**src/rtl/bus_arbiter.sv**
```systemverilog
// Shares one variable-latency memory port between the fetch and data ports.
// Data wins ties, a watchdog aborts hung transactions, and flush discards fetches.
module bus_arbiter #(
   parameter int ADDR_W  = 32,
   parameter int DATA_W  = 32,
   parameter int TIMEOUT = 255,
   parameter int CNT_W   = 8
) (
   input  logic                clk,
   input  logic                rst,
   input  logic                inst_req_i,
   input  logic [ADDR_W-1:0]   inst_addr_i,
   output logic [DATA_W-1:0]   inst_data_o,
   output logic                inst_ready_o,
   input  logic                data_req_i,
   input  logic                data_we_i,
   input  logic [DATA_W/8-1:0] data_sel_i,
   input  logic [ADDR_W-1:0]   data_addr_i,
   input  logic [DATA_W-1:0]   data_wdata_i,
   output logic [DATA_W-1:0]   data_rdata_o,
   output logic                data_ready_o,
   input  logic                flush_i,
   output logic                stallreq_o,
   output logic                bus_err_o,
   output logic                mem_req_o,
   output logic                mem_we_o,
   output logic [DATA_W/8-1:0] mem_sel_o,
   output logic [ADDR_W-1:0]   mem_addr_o,
   output logic [DATA_W-1:0]   mem_wdata_o,
   input  logic [DATA_W-1:0]   mem_rdata_i,
   input  logic                mem_ack_i
);

   // state | meaning
   // IDLE  | no transaction; data request has priority over fetch
   // INST  | fetch on the bus, waiting for ack or watchdog expiry
   // DATA  | load/store on the bus, waiting for ack or watchdog expiry
   // RESP  | one-cycle completion: ready (and bus_err on abort) pulse
   typedef enum logic [1:0] {IDLE, INST, DATA, RESP} state_t;

   state_t           state;
   logic [CNT_W-1:0] wd_cnt;
   logic [CNT_W-1:0] wd_next;
   logic             wd_expire;
   logic             discard;
   logic             inst_ready_q;

   assign wd_next   = wd_cnt + CNT_W'(1);
   assign wd_expire = (TIMEOUT != 0) && (wd_next == CNT_W'(TIMEOUT));

   // a flush arriving in the RESP cycle itself must still kill the fetch pulse
   assign inst_ready_o = inst_ready_q & ~flush_i;
   assign stallreq_o   = (inst_req_i & ~inst_ready_o & ~flush_i) |
                         (data_req_i & ~data_ready_o);

   always_ff @(posedge clk or negedge rst) begin
      if (!rst) begin
         state        <= IDLE;
         wd_cnt       <= '0;
         discard      <= 1'b0;
         inst_ready_q <= 1'b0;
         data_ready_o <= 1'b0;
         bus_err_o    <= 1'b0;
         inst_data_o  <= '0;
         data_rdata_o <= '0;
         mem_req_o    <= 1'b0;
         mem_we_o     <= 1'b0;
         mem_sel_o    <= '0;
         mem_addr_o   <= '0;
         mem_wdata_o  <= '0;
      end else begin
         inst_ready_q <= 1'b0;
         data_ready_o <= 1'b0;
         bus_err_o    <= 1'b0;
         case (state)
            IDLE: begin
               if (data_req_i) begin
                  state       <= DATA;
                  wd_cnt      <= '0;
                  mem_req_o   <= 1'b1;
                  mem_we_o    <= data_we_i;
                  mem_sel_o   <= data_sel_i;
                  mem_addr_o  <= data_addr_i;
                  mem_wdata_o <= data_wdata_i;
               end else if (inst_req_i && !flush_i) begin
                  state       <= INST;
                  wd_cnt      <= '0;
                  mem_req_o   <= 1'b1;
                  mem_we_o    <= 1'b0;
                  mem_sel_o   <= '1;
                  mem_addr_o  <= inst_addr_i;
                  mem_wdata_o <= '0;
               end
            end
            INST: begin
               if (flush_i)
                  discard <= 1'b1;
               if (mem_ack_i || wd_expire) begin
                  state        <= RESP;
                  mem_req_o    <= 1'b0;
                  inst_data_o  <= mem_ack_i ? mem_rdata_i : '0;
                  inst_ready_q <= !(discard || flush_i);
                  bus_err_o    <= !mem_ack_i;
               end else begin
                  wd_cnt <= wd_next;
               end
            end
            DATA: begin
               if (mem_ack_i || wd_expire) begin
                  state        <= RESP;
                  mem_req_o    <= 1'b0;
                  data_rdata_o <= (mem_ack_i && !mem_we_o) ? mem_rdata_i : '0;
                  data_ready_o <= 1'b1;
                  bus_err_o    <= !mem_ack_i;
               end else begin
                  wd_cnt <= wd_next;
               end
            end
            RESP: begin
               state   <= IDLE;
               discard <= 1'b0;
            end
            default: state <= IDLE;
         endcase
      end
   end

endmodule

```
**config.mk**
```make
export PLATFORM = sky130hd
export DESIGN_NAME = bus_arbiter
export DESIGN_NICKNAME = d
export VERILOG_FILES = /design/src/rtl/bus_arbiter.sv
export SDC_FILE = /design/constraint.sdc
export NUM_CORES = 1
export LEC_CHECK = 0
export ABC_AREA = 1
export CELL_PAD_IN_SITES_DETAIL_PLACEMENT = 1
export CELL_PAD_IN_SITES_GLOBAL_PLACEMENT = 2
export CORE_MARGIN = 2
export CORE_UTILIZATION = 25
export CTS_BUF_LIST = sky130_fd_sc_hd__clkbuf_4 sky130_fd_sc_hd__clkbuf_8
export CTS_CLUSTER_DIAMETER = 100
export DETAILED_ROUTE_END_ITERATION = 6
export GPL_ROUTABILITY_DRIVEN = 0
export GPL_TIMING_DRIVEN = 1
export PLACE_DENSITY_LB_ADDON = 0.1
export SYNTH_ARGS = -nofsm -noshare
export SYNTH_HDL_FRONTEND = slang
export SYNTH_SLANG_ARGS = --single-unit
```
**constraint.sdc**
```tcl
create_clock -name clk -period 2.5 [get_ports clk]
set_clock_uncertainty 0.1 [all_clocks]
set_input_delay 0.375 -clock clk [delete_from_list [all_inputs] [get_ports clk]]
set_output_delay 0.375 -clock clk [all_outputs]
set_load 0.01 [all_outputs]
```
Yosys cells after proc, flatten, opt, wreduce, memory -nomap -nowiden
Index checks and enable logic that the tools add are counted.
- output and inout bits: 138
- bits in registers: 148
- input port bits: 139
- muxes and demuxes: 30
- equality and inequality tests: 8
- add/sub/neg operators: 1
- reductions and logical operators: 20
- bitwise gates (word level): 8
- operator list (operator ; count):
    2-to-1 mux 32 bit ; 6
    2-to-1 mux 8 bit ; 3
    case mux 8 bit (2 select lines) ; 1
    2-to-1 mux 1 bit ; 12
    AND reduction 2 bit ; 5
    adder 8 x 1 -> 8 bit, second input constant ; 1
    == test 8 bit, second input constant ; 1
    2-to-1 mux 4 bit ; 2
    2-to-1 mux 2 bit ; 3
    case mux 2 bit (3 select lines) ; 1
    AND reduction 3 bit ; 2
    nonzero test 2 bit ; 3
    bitwise AND 1 bit ; 4
    == test 2 bit, second input constant ; 2
    logical NOT 1 bit ; 4
    inequality test 2 bit, second input constant ; 2
    case mux 1 bit (2 select lines) ; 2
    inequality test 3 bit, second input constant ; 1
    NOT 1 bit ; 3
    == test 2 x 1 -> 1 bit, second input constant ; 1
    logical AND 1 bit ; 2
    logical NOT 2 bit ; 1
    logical OR 1 bit ; 2
    inequality test 2 x 1 -> 1 bit, second input constant ; 1
    other kinds (2) ; 2

Longest topological paths before layout
- depth after elaboration: 6
- mapped depth: 14
- depth with buffers taken out: 13

Least setup slack after synthesis
OpenSTA, ideal clock, no wires.
- kind: register to register
- from: reg wd_cnt[0]
- to: reg data_rdata_o[10]
- arrival time: 1.647 ns
- setup slack: 0.636 ns
- path buffers: 2
- required time: 2.283 ns
- period minus slack after synthesis: 1.864 ns
- stages on the path, launching flop included: 14
- path through: dfrtp_1 -> ha_1 -> nand2_1 -> nand2_1 -> nor2_1 -> nand2_1 -> nor2_2 -> nand3_2 -> nand2_4 -> nand2_2 -> buf_6 -> buf_6 -> nand2_2 -> o21ai_2
- cells in the longest elaborated chain, start to end: 4
- ends and longest elaborated chain (what ; RTL line ; text):
    start, declared ; 42 ; logic [CNT_W-1:0] wd_cnt;
    start signal, assigned ; 105 ; wd_cnt <= wd_next;
    start signal, assigned ; 116 ; wd_cnt <= wd_next;
    adder 8 x 1 -> 8 bit ; 48 ; assign wd_next = wd_cnt + CNT_W'(1);
    == test 8 bit ; 49 ; assign wd_expire = (TIMEOUT != 0) && (wd_next == CNT_W'(TIMEOUT));
    logical OR 1 bit ; 109 ; if (mem_ack_i || wd_expire) begin
    AND reduction 2 bit (no source line) ; -- ;
    end signal, assigned ; 112 ; data_rdata_o <= (mem_ack_i && !mem_we_o) ? mem_rdata_i : '0;
    end, declared ; 20 ; output logic [DATA_W-1:0] data_rdata_o,
No other way between the ends.
A chain may end at the register's enable or synchronous reset.

Worst setup path in the final report
- from: in data_req_i
- to: out stallreq_o
- cells in the longest elaborated chain, start to end: 2
- ends and longest elaborated chain (what ; RTL line ; text):
    start, declared ; 15 ; input logic data_req_i,
    bitwise AND 1 bit ; 54 ; (data_req_i & ~data_ready_o);
    OR 1 bit ; 53 ; assign stallreq_o = (inst_req_i & ~inst_ready_o & ~flush_i) |
    end, declared ; 23 ; output logic stallreq_o,
No other way between the ends.

==> run metrics <==
port bufs about 280; final instance area 0.00993 mm^2; total number of vias ~5800; Inst Count DP 1249; Post-synth EDFFs 0; Overall Global Routing Usage 0.169; PnR worst setup slack 0.231 ns; Worst R2R Path Depth 12; fin crit period roughly 2.3 ns; met2 GRT Util 0.269; most frequent cell after synthesis nand2_1; worst slew pin tran 0.611 ns; CTS tree done; WP data arrival 1.79 ns; GRT Max-Usage Layer met2; Hold Crit Class reg2reg; clk_lat worst skew roughly 0.46 ns; synth unique cells 34; initial antenna violation count 0; dominant cells by area after synthesis dfrtp_1 58%, nand2_1 13%, a22o_1 4.5%, nand3_1 3.6%, o21ai_2 3.2%; crit path max-delay cell type clkdlybuf4s50_1; Post-Layout Cell Count approximately 1300; CTS H-tree lvls 4; Avg Cell Area, Syn about 9.5 um^2; Total Wirelength 22000 um; core box area 0.0251 mm^2; Setup Viol. Count Final 0; area of placed instances 0.00951 mm^2; number of fill cells 2894; synthesized area 0.00636 mm^2; Synth Flop Type dfrtp_1; top cells by count, synth 221 x nand2_1, 148 x dfrtp_1, 46 x nand3_1; met1 Resource Use GR 0.208; footprint of the multi-input gates 0.00236 mm^2; num ports 277; Place WS 0.216 ns; post-layout util 0.396; first-pass GRT wire length 35200 um; vias per inst 4.51; kind of launch point of the worst setup path input port; full die area 0.0267 mm^2; largest net degree at the start of global routing 69; Sink Count 148; clock root cell clkbuf_8; Initial Utilization 0.253; layout cells sized above 1 0.105; met3 Use GR 0.0752; top cell type by total area after synthesis dfrtp_1; hold depth 1; CP max stage delay 0.61 ns; Post-DRT Antenna Nets 0; final worst path period share 0.908; cell mode on critical path clkdlybuf4s50_1; die height 163 um; outcome finished clean; endpoints failing hold 0; DR iter-0 viols 273; Seq/Total Area, Yosys 0.583; setup TNS 0 ns; share of the synthesized area in the top cell type 0.583; CP endpoint kind primary output; Synth Instances ~670; post-synthesis register bit count 148; final net count about 1100; area grow syn2layout 56.2%; worst-path cell chain clkdlybuf4s50_1 > clkinv_1 > o22ai_1 > clkdlybuf4s50_1; Max-Cap Viols 0; crit-path max FO 3; Slew Viols, Final 0; drt first pass iters 4; hpwl dp 16100 um; row count 58; P per Cell Area 1140 mW/mm^2; Reg area 0.00370 mm^2; yosys warns 0; Max Clk Rate 441 MHz; Max VDD drop 0.000411 V; post-synthesis async set-or-reset flop share 1.00; Congestion Overflow GR 0; # DRC 0; Worst EP required 2.03 ns; number of global-route vias before repair 6371; RSZ-0062 raised after global routing no; Die Width 163 um; maximum root-to-sink buffer count 2; Post-CTS Repair Setup Buffers 0; wire length per cell between 15 and 20 um; leakage power 4.40 nW; Rel. slew slack 0.593; clock slew at reported path FFs 0.10 ns; total CTS buffers 17; synthesized net count 815; CP Class in2out
registers in the layout (all words and copies together), names as in the netlist, 2 cells and up:
signal and cells:
state 2, data_rdata_o 32, mem_wdata_o 32, inst_data_o 32
mem_addr_o 32, wd_cnt 8, mem_sel_o 4
path summary, 6_finish.rpt:
path	start	end	slack [ns]
min reg2reg	discard$_DFFE_PN0P_	inst_ready_q$_DFF_PN0_	0.35
max in group asynchronous	rst	inst_data_o[5]$_DFFE_PN0P_	1.23
max	data_req_i	stallreq_o	0.23
min in group asynchronous	rst	mem_addr_o[31]$_DFFE_PN0P_	0.36
max reg2reg	wd_cnt[0]$_DFFE_PN0P_	inst_data_o[29]$_DFFE_PN0P_	0.36
min	discard$_DFFE_PN0P_	inst_ready_q$_DFF_PN0_	0.35
per-layer routing:
| layer | vias to the layer above | routed length, um |
|---|---|---|
| met5 | - | 0 |
| met4 | 0 | 383 |
| met3 | 19 | 2110 |
| met2 | 188 | 10300 |
| met1 | 2831 | 9220 |
| li1 | 2748 | - |
final cells by class:
type	count	area share
sequential	148	0.373
timing repair buffer	292	0.298
multi-input combinational	458	0.238
tap	330	0.0416
clock buffer	18	0.0249
clock inverter	14	0.0157
inverter	22	0.00831
antenna	2	0.000504
kinds of logic (layout without fill, tap and decap cells):
family                     count (synthesis)  in the layout  synth area share
AOI/OAI and AO/OA                        109            109             0.128
buffers and inverters                     63            346            0.0470
and+or+nand+nor                          340            340             0.225
xor gates and xnor gates                   2              2           0.00394
other                                      0              2                 0
DFF                                      148            148             0.583
adders and majority gates                  7              7            0.0138
report_power, final:
group	switching, mW	total (mW)	internal, mW
Clock	1.12	1.91	0.786
Sequential	0.640	4.07	3.43
Combinational	2.55	5.31	2.76
worst max-delay path: cells and delay by family:
family / cells / cell delay (ns)
AO/OA/AOI/OAI: 1 / 0.18
buffers and inverters: 3 / 1.24
placed cells by master, fill, tap and decap left out, types with 3 or more instances in the layout:
cell type	instances
nand2_1	221
clkbuf_8	18
a31oi_1	32
ha_1	7
clkdlybuf4s50_1	275
nor2_1	42
inv_6	5
nand3_1	46
buf_12	6
o21ai_1	9
o21ai_2	23
inv_8	5
a22o_1	33
clkinv_8	3
dfrtp_1	148
o22a_1	4
buf_4	9
nand2_2	20
inv_1	18
o21ai_0	4
clkinv_1	3
per-stage QoR:
stage	hold slack, ns	total power [mW]
after floorplan	-0.0206	6.44
after global placement	0.290	9.38
after detailed placement	0.297	9.51
after CTS	0.336	11.5
after global routing	0.344	12.2
final	0.351	11.3
what timing repair did:
action,CTS,global route
setup endpoints to repair,0,0
hold buffers,1,0
endpoints found under the hold margin,56,0
resized for setup,0,0
(Power assumes the default switching activity.)
